==> config.mk <==
export PLATFORM = sky130hd
export DESIGN_NAME = duc_dac_fmt
export DESIGN_NICKNAME = d
export VERILOG_FILES = /design/src/rtl/duc_dac_pkg.sv /design/src/rtl/duc_dac_fifo.sv /design/src/rtl/duc_dac_fmt.sv
export SDC_FILE = /design/constraint.sdc
export NUM_CORES = 1
export LEC_CHECK = 0
export BUFFER_PORTS_ARGS = -buffer_cell sky130_fd_sc_hd__buf_2
export CAP_MARGIN = 5
export CORE_MARGIN = 5
export CORE_UTILIZATION = 30
export CTS_CLUSTER_SIZE = 24
export DETAILED_ROUTE_END_ITERATION = 7
export GPL_ROUTABILITY_DRIVEN = 0
export GPL_TIMING_DRIVEN = 0
export PLACE_DENSITY_LB_ADDON = 0.3
export REMOVE_ABC_BUFFERS = 1
export SLEW_MARGIN = 0
export SYNTH_ARGS = -nofsm -noshare
export SYNTH_HDL_FRONTEND = slang
export SYNTH_SLANG_ARGS = --single-unit
export TNS_END_PERCENT = 50
==> constraint.sdc <==
create_clock -name clk -period 6.6 [get_ports clk]
set_input_delay 0.99 -clock clk [delete_from_list [all_inputs] [get_ports clk]]
set_output_delay 0.99 -clock clk [all_outputs]
set_load 0.01 [all_outputs]
==> src/rtl/duc_dac_pkg.sv <==
// Shared definitions for the DUC-to-DAC formatter: sample widths, the
// output state encoding and the round-half-up / saturate helper.
package duc_dac_pkg;

  localparam int DUC_IN_W  = 14;
  localparam int DUC_FRAC  = 11;
  localparam int GAIN_W    = 10;
  localparam int GAIN_FRAC = 8;
  localparam int PROD_W    = DUC_IN_W + GAIN_W;
  localparam int PROD_FRAC = DUC_FRAC + GAIN_FRAC;
  localparam int SUM_W     = PROD_W + 1;

  typedef enum logic [1:0] {
    IDLE  = 2'd0,
    PRIME = 2'd1,
    RUN   = 2'd2,
    UFLOW = 2'd3
  } dac_state_e;

  // Q5.19 product -> round-half-up to dac_w bits, clipped to the signed range.
  // One guard bit keeps the rounding add from wrapping at full scale.
  function automatic logic signed [PROD_W-1:0] round_sat(
    input logic signed [PROD_W-1:0] prod,
    input int                       dac_w
  );
    logic signed [SUM_W-1:0] sum_v;
    logic signed [SUM_W-1:0] rnd_v;
    logic signed [SUM_W-1:0] max_v;
    logic signed [SUM_W-1:0] min_v;
    logic signed [SUM_W-1:0] res_v;
    int                      shift_v;
    shift_v = PROD_FRAC - (dac_w - 1);
    sum_v   = $signed({prod[PROD_W-1], prod}) + $signed(SUM_W'(64'sd1 <<< (shift_v - 1)));
    rnd_v   = sum_v >>> shift_v;
    max_v   = $signed(SUM_W'((64'sd1 <<< (dac_w - 1)) - 64'sd1));
    min_v   = ~max_v;
    if (rnd_v > max_v) begin
      res_v = max_v;
    end else if (rnd_v < min_v) begin
      res_v = min_v;
    end else begin
      res_v = rnd_v;
    end
    return res_v[PROD_W-1:0];
  endfunction

endpackage

==> src/rtl/duc_dac_fifo.sv <==
// Synchronous pair FIFO with flush; writes while full are dropped and the
// head entry is presented combinationally on o_rdata.
module duc_dac_fifo
  import duc_dac_pkg::*;
#(
  parameter int W     = 24,
  parameter int DEPTH = 8
) (
  input  logic                     clk,
  input  logic                     reset_n,
  input  logic                     i_flush,
  input  logic                     i_push,
  input  logic                     i_pop,
  input  logic [W-1:0]             i_wdata,
  output logic [W-1:0]             o_rdata,
  output logic                     o_full,
  output logic                     o_empty,
  output logic [$clog2(DEPTH):0]   o_level
);

  localparam int AW = $clog2(DEPTH);
  localparam int CW = AW + 1;
  localparam logic [CW-1:0] FULL_CNT = CW'(DEPTH);

  logic [W-1:0]  mem_q [DEPTH];
  logic [AW-1:0] wr_ptr_q, wr_ptr_d;
  logic [AW-1:0] rd_ptr_q, rd_ptr_d;
  logic [CW-1:0] cnt_q, cnt_d;
  logic          push_ok_s;
  logic          pop_ok_s;

  // Pointer and occupancy update.
  always_comb begin
    push_ok_s = i_push && (cnt_q != FULL_CNT) && !i_flush;
    pop_ok_s  = i_pop && (cnt_q != {CW{1'b0}}) && !i_flush;
    wr_ptr_d  = wr_ptr_q;
    rd_ptr_d  = rd_ptr_q;
    cnt_d     = cnt_q;
    if (i_flush) begin
      wr_ptr_d = {AW{1'b0}};
      rd_ptr_d = {AW{1'b0}};
      cnt_d    = {CW{1'b0}};
    end else begin
      if (push_ok_s) begin
        wr_ptr_d = wr_ptr_q + AW'(1);
      end else begin
        wr_ptr_d = wr_ptr_q;
      end
      if (pop_ok_s) begin
        rd_ptr_d = rd_ptr_q + AW'(1);
      end else begin
        rd_ptr_d = rd_ptr_q;
      end
      case ({push_ok_s, pop_ok_s})
        2'b10:   cnt_d = cnt_q + CW'(1);
        2'b01:   cnt_d = cnt_q - CW'(1);
        default: cnt_d = cnt_q;
      endcase
    end
  end

  // Control state registers.
  always_ff @(posedge clk or negedge reset_n) begin
    if (!reset_n) begin
      wr_ptr_q <= {AW{1'b0}};
      rd_ptr_q <= {AW{1'b0}};
      cnt_q    <= {CW{1'b0}};
    end else begin
      wr_ptr_q <= wr_ptr_d;
      rd_ptr_q <= rd_ptr_d;
      cnt_q    <= cnt_d;
    end
  end

  // Storage array.
  always_ff @(posedge clk) begin
    if (push_ok_s) begin
      mem_q[wr_ptr_q] <= i_wdata;
    end
  end

  assign o_rdata = mem_q[rd_ptr_q];
  assign o_full  = (cnt_q == FULL_CNT);
  assign o_empty = (cnt_q == {CW{1'b0}});
  assign o_level = cnt_q;

endmodule

==> src/rtl/duc_dac_fmt.sv <==
// DUC -> DAC formatter: gain, round/saturate, pair FIFO, interleaved I/Q output.
// Define DUC_DAC_OFFSET_BIN_EN for offset-binary output words.
module duc_dac_fmt
  import duc_dac_pkg::*;
#(
  parameter int DAC_W      = 12,
  parameter int FIFO_DEPTH = 8,
  parameter int PRIME_LVL  = 4
) (
  input  logic                          clk,
  input  logic                          reset_n,
  input  logic                          i_en,
  input  logic [13:0]                   i_x,
  input  logic [13:0]                   i_y,
  input  logic                          i_done,
  input  logic [9:0]                    i_gain,
  input  logic                          i_clr,
  input  logic                          i_dac_req,
  output logic [DAC_W-1:0]              o_dac_data,
  output logic                          o_dac_iq,
  output logic                          o_dac_vld,
  output logic                          o_uflow,
  output logic                          o_ovf,
  output logic [$clog2(FIFO_DEPTH):0]   o_level
);

  localparam int LVL_W = $clog2(FIFO_DEPTH) + 1;

`ifdef DUC_DAC_OFFSET_BIN_EN
  localparam logic [DAC_W-1:0] MSB_FLIP = {1'b1, {(DAC_W-1){1'b0}}};
`else
  localparam logic [DAC_W-1:0] MSB_FLIP = {DAC_W{1'b0}};
`endif
  localparam logic [DAC_W-1:0] ZERO_WORD = MSB_FLIP;

  logic signed [PROD_W-1:0] prod_x_q, prod_x_d;
  logic signed [PROD_W-1:0] prod_y_q, prod_y_d;
  logic                     s1_vld_q, s1_vld_d;
  dac_state_e               state_q, state_d;
  logic                     phase_q, phase_d;
  logic [DAC_W-1:0]         dac_data_q, dac_data_d;
  logic                     dac_iq_q, dac_iq_d;
  logic                     dac_vld_q, dac_vld_d;
  logic                     uflow_q, uflow_d;
  logic                     ovf_q, ovf_d;

  logic [2*DAC_W-1:0]       wr_pair_s;
  logic [2*DAC_W-1:0]       head_s;
  logic                     push_s, pop_s, full_s, empty_s;
  logic [LVL_W-1:0]         level_s;
  logic                     go_run_s, run_now_s;
  logic                     uflow_set_s, ovf_set_s;

  // Stage 1: gain multiply; gain is captured alongside its own sample.
  always_comb begin
    prod_x_d = $signed({{(PROD_W-DUC_IN_W){i_x[DUC_IN_W-1]}}, i_x})
             * $signed({{(PROD_W-GAIN_W){1'b0}}, i_gain});
    prod_y_d = $signed({{(PROD_W-DUC_IN_W){i_y[DUC_IN_W-1]}}, i_y})
             * $signed({{(PROD_W-GAIN_W){1'b0}}, i_gain});
    s1_vld_d = i_done & i_en;
  end

  // Stage 2: round/saturate feeds the FIFO write directly.
  always_comb begin
    wr_pair_s = {DAC_W'(round_sat(prod_x_q, DAC_W)), DAC_W'(round_sat(prod_y_q, DAC_W))};
    push_s    = s1_vld_q & i_en;
    ovf_set_s = push_s & full_s;
    go_run_s  = (level_s >= LVL_W'(PRIME_LVL)) && !phase_q;
  end

  duc_dac_fifo #(
    .W     (2*DAC_W),
    .DEPTH (FIFO_DEPTH)
  ) u_fifo (
    .clk     (clk),
    .reset_n (reset_n),
    .i_flush (~i_en),
    .i_push  (push_s),
    .i_pop   (pop_s),
    .i_wdata (wr_pair_s),
    .o_rdata (head_s),
    .o_full  (full_s),
    .o_empty (empty_s),
    .o_level (level_s)
  );

  // Output sequencing; a primed FIFO serves the same-cycle request so the
  // stream always resumes on an I word.
  always_comb begin
    state_d     = state_q;
    phase_d     = phase_q;
    dac_data_d  = dac_data_q;
    dac_iq_d    = dac_iq_q;
    dac_vld_d   = 1'b0;
    pop_s       = 1'b0;
    uflow_set_s = 1'b0;
    run_now_s   = 1'b0;
    if (!i_en) begin
      state_d    = IDLE;
      phase_d    = 1'b0;
      dac_data_d = ZERO_WORD;
      dac_iq_d   = 1'b0;
    end else begin
      case (state_q)
        IDLE: begin
          state_d    = PRIME;
          dac_data_d = ZERO_WORD;
          dac_iq_d   = 1'b0;
        end
        PRIME, UFLOW: begin
          if (go_run_s) begin
            state_d   = RUN;
            run_now_s = 1'b1;
          end else begin
            state_d   = state_q;
          end
        end
        RUN:     run_now_s = 1'b1;
        default: state_d = IDLE;
      endcase
      if (i_dac_req && (state_q != IDLE)) begin
        dac_vld_d = 1'b1;
        phase_d   = ~phase_q;
        if (run_now_s && !phase_q && empty_s) begin
          state_d     = UFLOW;
          uflow_set_s = 1'b1;
          dac_data_d  = ZERO_WORD;
          dac_iq_d    = 1'b0;
        end else if (run_now_s && !phase_q) begin
          dac_data_d = head_s[2*DAC_W-1:DAC_W] ^ MSB_FLIP;
          dac_iq_d   = 1'b0;
        end else if (run_now_s) begin
          dac_data_d = head_s[DAC_W-1:0] ^ MSB_FLIP;
          dac_iq_d   = 1'b1;
          pop_s      = 1'b1;
        end else begin
          dac_data_d = ZERO_WORD;
          dac_iq_d   = phase_q;
        end
      end else begin
        dac_vld_d = 1'b0;
      end
    end
  end

  // Sticky flags: a set event beats a clear in the same cycle.
  always_comb begin
    if (uflow_set_s) begin
      uflow_d = 1'b1;
    end else if (i_clr) begin
      uflow_d = 1'b0;
    end else begin
      uflow_d = uflow_q;
    end
    if (ovf_set_s) begin
      ovf_d = 1'b1;
    end else if (i_clr) begin
      ovf_d = 1'b0;
    end else begin
      ovf_d = ovf_q;
    end
  end

  // Pipeline, FSM and output registers.
  always_ff @(posedge clk or negedge reset_n) begin
    if (!reset_n) begin
      prod_x_q   <= {PROD_W{1'b0}};
      prod_y_q   <= {PROD_W{1'b0}};
      s1_vld_q   <= 1'b0;
      state_q    <= IDLE;
      phase_q    <= 1'b0;
      dac_data_q <= {DAC_W{1'b0}};
      dac_iq_q   <= 1'b0;
      dac_vld_q  <= 1'b0;
      uflow_q    <= 1'b0;
      ovf_q      <= 1'b0;
    end else begin
      prod_x_q   <= prod_x_d;
      prod_y_q   <= prod_y_d;
      s1_vld_q   <= s1_vld_d;
      state_q    <= state_d;
      phase_q    <= phase_d;
      dac_data_q <= dac_data_d;
      dac_iq_q   <= dac_iq_d;
      dac_vld_q  <= dac_vld_d;
      uflow_q    <= uflow_d;
      ovf_q      <= ovf_d;
    end
  end

  assign o_dac_data = dac_data_q;
  assign o_dac_iq   = dac_iq_q;
  assign o_dac_vld  = dac_vld_q;
  assign o_uflow    = uflow_q;
  assign o_ovf      = ovf_q;
  assign o_level    = level_s;

endmodule

* After elaboration in Yosys (flattened, before gate mapping)
Memory sizes are Yosys's and may differ from the RTL's.
Cells that the tools add are included.
** Cells by class
- Order comparisons :: 5
- Add/sub/neg operators :: 6
- Equality and inequality tests :: 12
- Muxes and demuxes :: 47
- Bitwise operators :: 4
- Multipliers :: 2
- Reduce and logical (&&, ||, !) cells :: 16
** Operators with widths (number)
- $mux W12 :: 10
- $add A24 B9 Y25 const B :: 2
- $mul A14 B11 Y24 :: 2
- $gt A17 B12 Y1 const B :: 2
- $lt A17 B12 Y1 const B :: 2
- $mux W1 :: 25
- $mux W3 :: 4
- $logic_and A1 B1 Y1 :: 8
- $mux W2 :: 4
- $pmux W4 S2 :: 1
- $add A3 B1 Y3 const B :: 2
- $eq A2 B2 Y1 const B :: 3
- $ne A2 B1 Y1 const B :: 3
- $ne A3 B1 Y1 const B :: 2
- $reduce_bool A2 Y1 :: 3
- $add A4 B1 Y4 const B :: 1
- $eq A2 B1 Y1 const B :: 2
- $eq A4 B4 Y1 const B :: 1
- $ge A4 B3 Y1 const B :: 1
- $logic_not A4 Y1 :: 1
- $mux W4 :: 1
- $ne A4 B4 Y1 const B :: 1
- $pmux W2 S2 :: 1
- $reduce_bool A4 Y1 :: 1
- other kinds (7) :: 9
** Storage, ports and cells
- Register bits :: 78
- Output and inout bits :: 20
- Memories kept :: 1
- RAM bits :: 192
- Logic and storage cells :: 106
- Input bits :: 44
** Memories
- u_fifo.mem_q :: words 8, width 24, rd ports 1, clocked after memory_dff 0, wr ports 1, line duc_dac_fifo.sv:25 : logic [W-1:0] mem_q [DEPTH];

* Depth between registers and ports, before layout
Gate-level depths: netlist of run 1.
- Depth in word-level cells :: 15
- Depth in mapped cells :: 21
- Mapped depth without buffers :: 18

* Hierarchy
A second synthesis of run 1 with hierarchy kept.
** Second synthesis, totals
- Cells, all modules :: 1780
- Area total of the unflattened synthesis :: 20697.4 µm²
** Modules (own cells, without submodules)
- duc_dac_fmt :: area an instance 12792.3 µm², seq. area each 1351.3 µm², times used 1, cells an instance 1424
- duc_dac_fifo :: area an instance 7905.1 µm², seq. area each 6015.8 µm², times used 1, cells an instance 356

* Worst setup path after synthesis of run 1
Ideal clock, no wire load.
- Kind :: input to register
- Start :: in i_gain[2]
- End :: reg prod_x_q[23]
- Setup time :: 0.127 ns
- Path slack :: 0.639 ns
- Stages on the path :: 18
- Arrival time :: 5.834 ns
- Required time :: 6.473 ns
- Path buffers :: 2
- Cells stage by stage :: clkbuf_1 clkbuf_1 nand2_1 fa_1 inv_1 fa_1 fa_1 fa_1 inv_1 fa_1 inv_1 ha_1 a211o_1 a31o_1 a2111oi_4 o21ai_2 o31ai_2 xnor2_1
** On the way
- Word-level cells in the longest chain between the ends :: 1
** RTL lines
- start: declaration :: line duc_dac_fmt.sv:16 : input logic [9:0] i_gain,
- $mul A14 B11 Y24 :: line duc_dac_fmt.sv:57 : * $signed({{(PROD_W-GAIN_W){1'b0}}, i_gain});
- named net prod_x_d[23] :: line duc_dac_fmt.sv:36 : logic signed [PROD_W-1:0] prod_x_q, prod_x_d;
- end signal: assignment :: line duc_dac_fmt.sv:167 : prod_x_q <= {PROD_W{1'b0}};
- end signal: assignment :: line duc_dac_fmt.sv:178 : prod_x_q <= prod_x_d;
- end: declaration :: line duc_dac_fmt.sv:36
The timed path passes the listed nets, and every way through them passes these cells.
A chain may end at the register's enable or synchronous reset.

* Worst setup path after layout of run 1
- Start :: in i_gain[5]
- End :: reg prod_x_q[23]
Same word-level chain as after synthesis.

==> impl_metrics.ini, run 1 <==
[yosys]
synth-main-ff-cell = edfxtp_1
yosysTopAreaCellShare = 0.279
async_flop_share = 0.250
yosys.area.top_type = edfxtp_1
yosys_register_bits = 256
yosysWarnings = 0
synth.avg_cell_area_um2 = 11.6
synthTopCellsByArea = edfxtp_1 (28%), fa_1 (24%), dfrtp_1 (7.8%), ha_1 (6.5%), mux4_2 (6.5%)
ys_seq_area_frac = 0.357
synth-edff-count = 192
synth_commonest_cells = inv_1 (348), fa_1 (251), edfxtp_1 (192)
synthCells = 1780
synth_area_um2 = 20700
yosysMostFrequentCell = inv_1
synth_cell_types = 68

[worst_hold_path]
hold_path.class = register to register
whs_path_depth = 2

[clocking]
htreeDepth = 1
cts-hold-fix-buffers = 0
clk_latency_ns = 0.54
cts_resized = 0
path_clk_slew_ns = 0.05
clock-sinks = 256
cts-root-buf = clkbuf_16
cts_tree = yes
post_cts_buffers = 0
clockBufferDepth = 3
cts_buffers = 28

[setup_path]
reg2reg_depth = 11
crit_slowest_cell = fa_1
crit_path_end_kind = register
crit_fanout = 28
crit_top_cell = fa_1
startpoint_type = input pin
critPathArrivalTime_ns = 6.28
cp_slowest_stage_delay_ns = 0.57
path_cells = buf_2 > nand2_1 > fa_1 > inv_1 > fa_1 > fa_1 > fa_1 > inv_1 > fa_1 > inv_1 > ha_1 > a211o_1 > a31o_1 > a2111oi_4 > o21ai_2 > o31ai_2 > xnor2_1
crit_required_ns = 7.05
criticalPathCategory = input pin to register

[floorplanning]
core_um2 = 68500
start_util = 0.302
die_h_um = 272
die_area_um2 = 74200
ioPinCount = 64
die_w_um = 272
rows = 96

[cells_and_area]
multi_input_area_um2 = 11700
regArea_um2 = 7370
syn_to_final_growth_pct = 10.4
layout.cells.non_filler = 2705
nNetsFinal = 2205
drive_gt1_frac = 0.105
num_antenna_cells = 0
fill_cells = 6849

[pwr]
powerDensity_nw_per_um2 = 406
peakVddDrop_v = 0.000260
power_leakage_nw = 9.75

[timing]
slew_headroom = 0.124
max_freq_mhz = 172
finClkSkew_ns = 0.0175
finalWorstSetupSlack_ns = 0.775
holdWs_ns = 0.469
drv_slew = 0
hold_viol_final = 0
fin_tns_setup_ns = 0
finalCriticalPeriod_ns = 5.82
max_slew.worst_pin.slew_ns = 1.30
period_share = 0.883
setup_violations = 0
rsz0062_at_grt = no

[route]
drtIter0Drc = 575
firstDrtPassIters = 5
ant_nets = 0
wl_um = 43300
routedWlPerCell_um = 16.0
drc = 0
avgViaCountPerCell = 4.54
vias = 12300

[placement]
hpwl_um = 32300
numPortBuffers = 63
dp.cells = 2654
place_ws_ns = 0.176

[job]
cap_violations = 0

[global_route]
grt_usage = 0.120
overflow = 0
grt_max_degree = 65
grt_pass1_vias = 13700
grt_pass1_wl_um = 73500
antenna_found_initial = 0

[status]
outcome = finished, final reports clean
-- flip-flops by register name (all words and copies together) (netlist names) --
register         count
u_fifo.mem_q       192
prod_x_q            17
prod_y_q            17
o_dac_data          12
u_fifo.o_level       4
u_fifo.rd_ptr_q      3
u_fifo.wr_ptr_q      3
state_q              2
o_dac_iq             1
o_dac_vld            1
o_ovf                1
o_uflow              1
phase_q              1
s1_vld_q             1
-- cell families (layout without fill, tap and decap cells) --
logic type	count (synthesis)	count (layout)	share of synthesized area
simple gates	451	451	0.111
buf+inv	428	471	0.0785
fa+ha+maj	359	359	0.309
flops	256	256	0.357
compound gates	151	151	0.0472
xor+xnor	69	69	0.0303
mux	66	66	0.0683
-- critical path: cells and delay by family --
| kind | cells | cell delay, ns |
|---|---|---|
| XOR/XNOR | 1 | 0.15 |
| buffers and inverters | 4 | 0.65 |
| AO/OA/AOI/OAI | 5 | 1.41 |
| AND/OR/NAND/NOR | 1 | 0.17 |
| adder cells (fa/ha/maj) | 6 | 2.87 |
-- worst paths after layout --
path	endpoint	slack, ns	startpoint
setup reg to reg	u_fifo.o_level[3]$_DFFE_PN0P_	3.36	phase_q$_DFFE_PN0P_
max in group asynchronous	u_fifo.rd_ptr_q[0]$_DFFE_PN0P_	5.42	reset_n
min in group asynchronous	prod_y_q[23]$_DFF_PN0_	0.56	reset_n
setup / recovery	prod_x_q[23]$_DFF_PN0_	0.78	i_gain[5]
hold / removal	o_dac_data[5]$_DFFE_PN0P_	0.47	o_dac_data[5]$_DFFE_PN0P_
hold reg to reg	o_dac_data[5]$_DFFE_PN0P_	0.47	o_dac_data[5]$_DFFE_PN0P_
-- cell type report --
class,count,area share
Multi-Input combinational cell,1096,0.514
Sequential cell,256,0.323
Inverter,349,0.0574
Tap cell,882,0.0484
Clock buffer,37,0.0322
Timing Repair Buffer,71,0.0201
Clock inverter,14,0.00439
-- power by group --
part	switching (mW)	internal, mW
Clock	0.589	0.817
Sequential	0.119	2.25
Combinational	3.21	2.28
-- layer usage --
layer	share of wire	track usage	vias up	routed length, um
li1	-	-	5788	-
met1	0.48	0.177	6216	20900
met2	0.46	0.199	235	20100
met3	0.040	0.0118	48	1740
met4	0.013	0.0184	0	546
met5	0	0	-	0
-- cell usage in the layout, fill, tap and decap left out, types with 3 or more instances in the layout --
cell type / instances
a2111oi_0: 3
fa_1: 251
o22ai_1: 12
a211oi_1: 7
mux2i_1: 6
dfrtp_1: 62
edfxtp_1: 192
and3_1: 9
o21ai_0: 47
nor2_4: 6
nor3_1: 8
xnor2_1: 43
a21oi_1: 34
and2_1: 149
nand4_1: 8
nand2_1: 185
clkinv_1: 7
ha_1: 108
buf_2: 62
or2_2: 3
o21a_1: 5
xor2_1: 24
nand2b_1: 9
nor2b_1: 5
clkinv_2: 4
clkbuf_1: 9
clkbuf_16: 28
o21ai_1: 3
nor2_1: 34
buf_12: 3
inv_1: 348
nand3_1: 16
and4_1: 5
mux4_2: 60
a21o_1: 10
-- per-stage QoR --
stage | cell area [um2] | total power, mW | utilization
3_3_place_gp | 21800 | 7.82 | 0.318
5_1_grt | 22800 | 10.3 | 0.333
3_5_place_dp | 22000 | 7.94 | 0.321
4_1_cts | 22800 | 9.39 | 0.333
6_report | 22800 | 9.26 | 0.333
2_1_floorplan | 20300 | 6.62 | -
No activity file was read; power rests on OpenSTA's default activity.
==> inputs of run 2 (changes only) <==
==> constraint.sdc (replaced) <==
create_clock -name clk -period 5.5 [get_ports clk]
set_input_delay 0.825 -clock clk [delete_from_list [all_inputs] [get_ports clk]]
set_output_delay 0.825 -clock clk [all_outputs]
set_load 0.01 [all_outputs]
==> impl_metrics.ini, run 2 (synthesis results as in run 1) <==
[cells_and_area]
syn_to_final_growth_pct = 10.6
num_antenna_cells = 0
final_common_cell = inv_1
largest_registers = u_fifo.mem_q: 192 flops, prod_x_q: 17 flops, prod_y_q: 17 flops
largest_reg_flops = 192
layout_common_cells = inv_1 (348), fa_1 (251), edfxtp_1 (192)
largest-register = u_fifo.mem_q
nNetsFinal = 2206
drive_gt1_frac = 0.106

[timing]
hold_viol_final = 0
holdWs_ns = 0.402
slew_headroom = 0.137
drv_slew = 0
fin_tns_setup_ns = 0
finClkSkew_ns = 0.0170
max_freq_mhz = 189
period_share = 0.960
max_slew.worst_pin.slew_ns = 1.28
setup_violations = 0
finalCriticalPeriod_ns = 5.28

[route]
drtIter0Drc = 548
ant_nets = 0
drc = 0
avgViaCountPerCell = 4.55
routedWlPerCell_um = 16.0
wl_um = 43400
vias = 12300
firstDrtPassIters = 5

[setup_path]
startpoint_type = input pin
criticalPathCategory = input pin to register
crit_fanout = 28
crit_required_ns = 5.91
crit_path_end_kind = register
reg2reg_slack_ns = 2.25
critPathArrivalTime_ns = 5.69

[floorplanning]
rows = 96
die_w_um = 272
start_util = 0.302
die_h_um = 272
core_um2 = 68500
die_area_um2 = 74200
ioPinCount = 64

[worst_hold_path]
hold_path.class = input pin to asynchronous set/reset pin

[clocking]
cts-root-buf = clkbuf_16
clockBufferDepth = 3
cts-hold-fix-buffers = 0
cts_tree = yes
cts_buffers = 28
clk_latency_ns = 0.54
clock-sinks = 256
path_clk_slew_ns = 0.06
htreeDepth = 1

[pwr]
total_power_mw = 11.2
powerDensity_nw_per_um2 = 488
power_leakage_nw = 9.76
peakVddDrop_v = 0.000312

[placement]
numPortBuffers = 63
hpwl_um = 32300

[global_route]
grt_pass1_wl_um = 73500
antenna_found_initial = 0
grt_pass1_vias = 13700
overflow = 0
grt_max_degree = 65
grt_usage = 0.120

[job]
cap_violations = 0

[status]
outcome = finished, final reports clean
run 2: changes by cell type in the layout (fill, tap and decap cells not counted), sizes merged:
| cell | previous run | this run |
|---|---|---|
| buf | 71 | 72 |
run 2: area by class of cell:
cell class / instances / area [um2]
multi-input cells: 1096 / 11700
clock inverters: 14 / 100
clock buffers: 37 / 734
flip-flops and latches: 256 / 7370
inverters: 349 / 1310
repair buffers: 72 / 499
fillers: 6846 / 45600
well taps: 882 / 1100
run 2: per-stage QoR:
step / worst slack [ns] / util / std cells / instance area (um2)
floorplan: 0.259 / - / 1701 / 20300
CTS: 0.0454 / 0.333 / 2705 / 22800
global route: -0.0281 / 0.334 / 2706 / 22900
detailed placement: -0.759 / 0.321 / 2654 / 22000
global placement: -0.715 / 0.318 / 2646 / 21800
finish: 0.220 / 0.334 / 2706 / 22900
run 2: power breakdown:
part | internal (mW) | total [mW] | switching (mW)
sequential | 2.70 | 2.84 | 0.143
combinational | 2.76 | 6.64 | 3.87
clock | 0.981 | 1.68 | 0.704
total | 6.44 | 11.2 | 4.72
run 2: worst paths after layout:
path	start	depth (start not counted)	to
min in group clk	o_dac_data[5]$_DFFE_PN0P_	2	o_dac_data[5]$_DFFE_PN0P_
max in group asynchronous	reset_n	1	u_fifo.rd_ptr_q[0]$_DFFE_PN0P_
min reg2reg	o_dac_data[5]$_DFFE_PN0P_	2	o_dac_data[5]$_DFFE_PN0P_
min	reset_n	1	prod_y_q[23]$_DFF_PN0_
max reg2reg	phase_q$_DFFE_PN0P_	11	u_fifo.o_level[3]$_DFFE_PN0P_
max	i_gain[2]	17	prod_y_q[15]$_DFF_PN0_
run 2: metal layers:
| layer | global-route usage | routed length (um) | vias up |
|---|---|---|---|
| li1 | - | - | 5790 |
| met1 | 0.177 | 21100 | 6246 |
| met2 | 0.199 | 20200 | 222 |
| met3 | 0.0118 | 1620 | 43 |
| met4 | 0.0184 | 495 | 0 |
| met5 | 0 | 0 | - |
run 2: critical path, stage by stage:
cell	delay, ns
buf_6	0.23
nand2_1	0.13
fa_1	0.48
fa_1	0.43
inv_1	0.08
fa_1	0.43
fa_1	0.54
inv_1	0.05
fa_1	0.59
inv_1	0.06
ha_1	0.38
a211oi_1	0.28
nor2_1	0.15
a211oi_4	0.29
o21ai_1	0.17
a2111oi_1	0.44
nor2_1	0.10
run 2: timing repair:
item | CTS | global route
setup buffers | 0 | 1
gates resized for setup | 6 | 8
pin swaps | 0 | 1
hold endpoints to repair | 0 | 0
setup endpoints to repair | 5 | 11
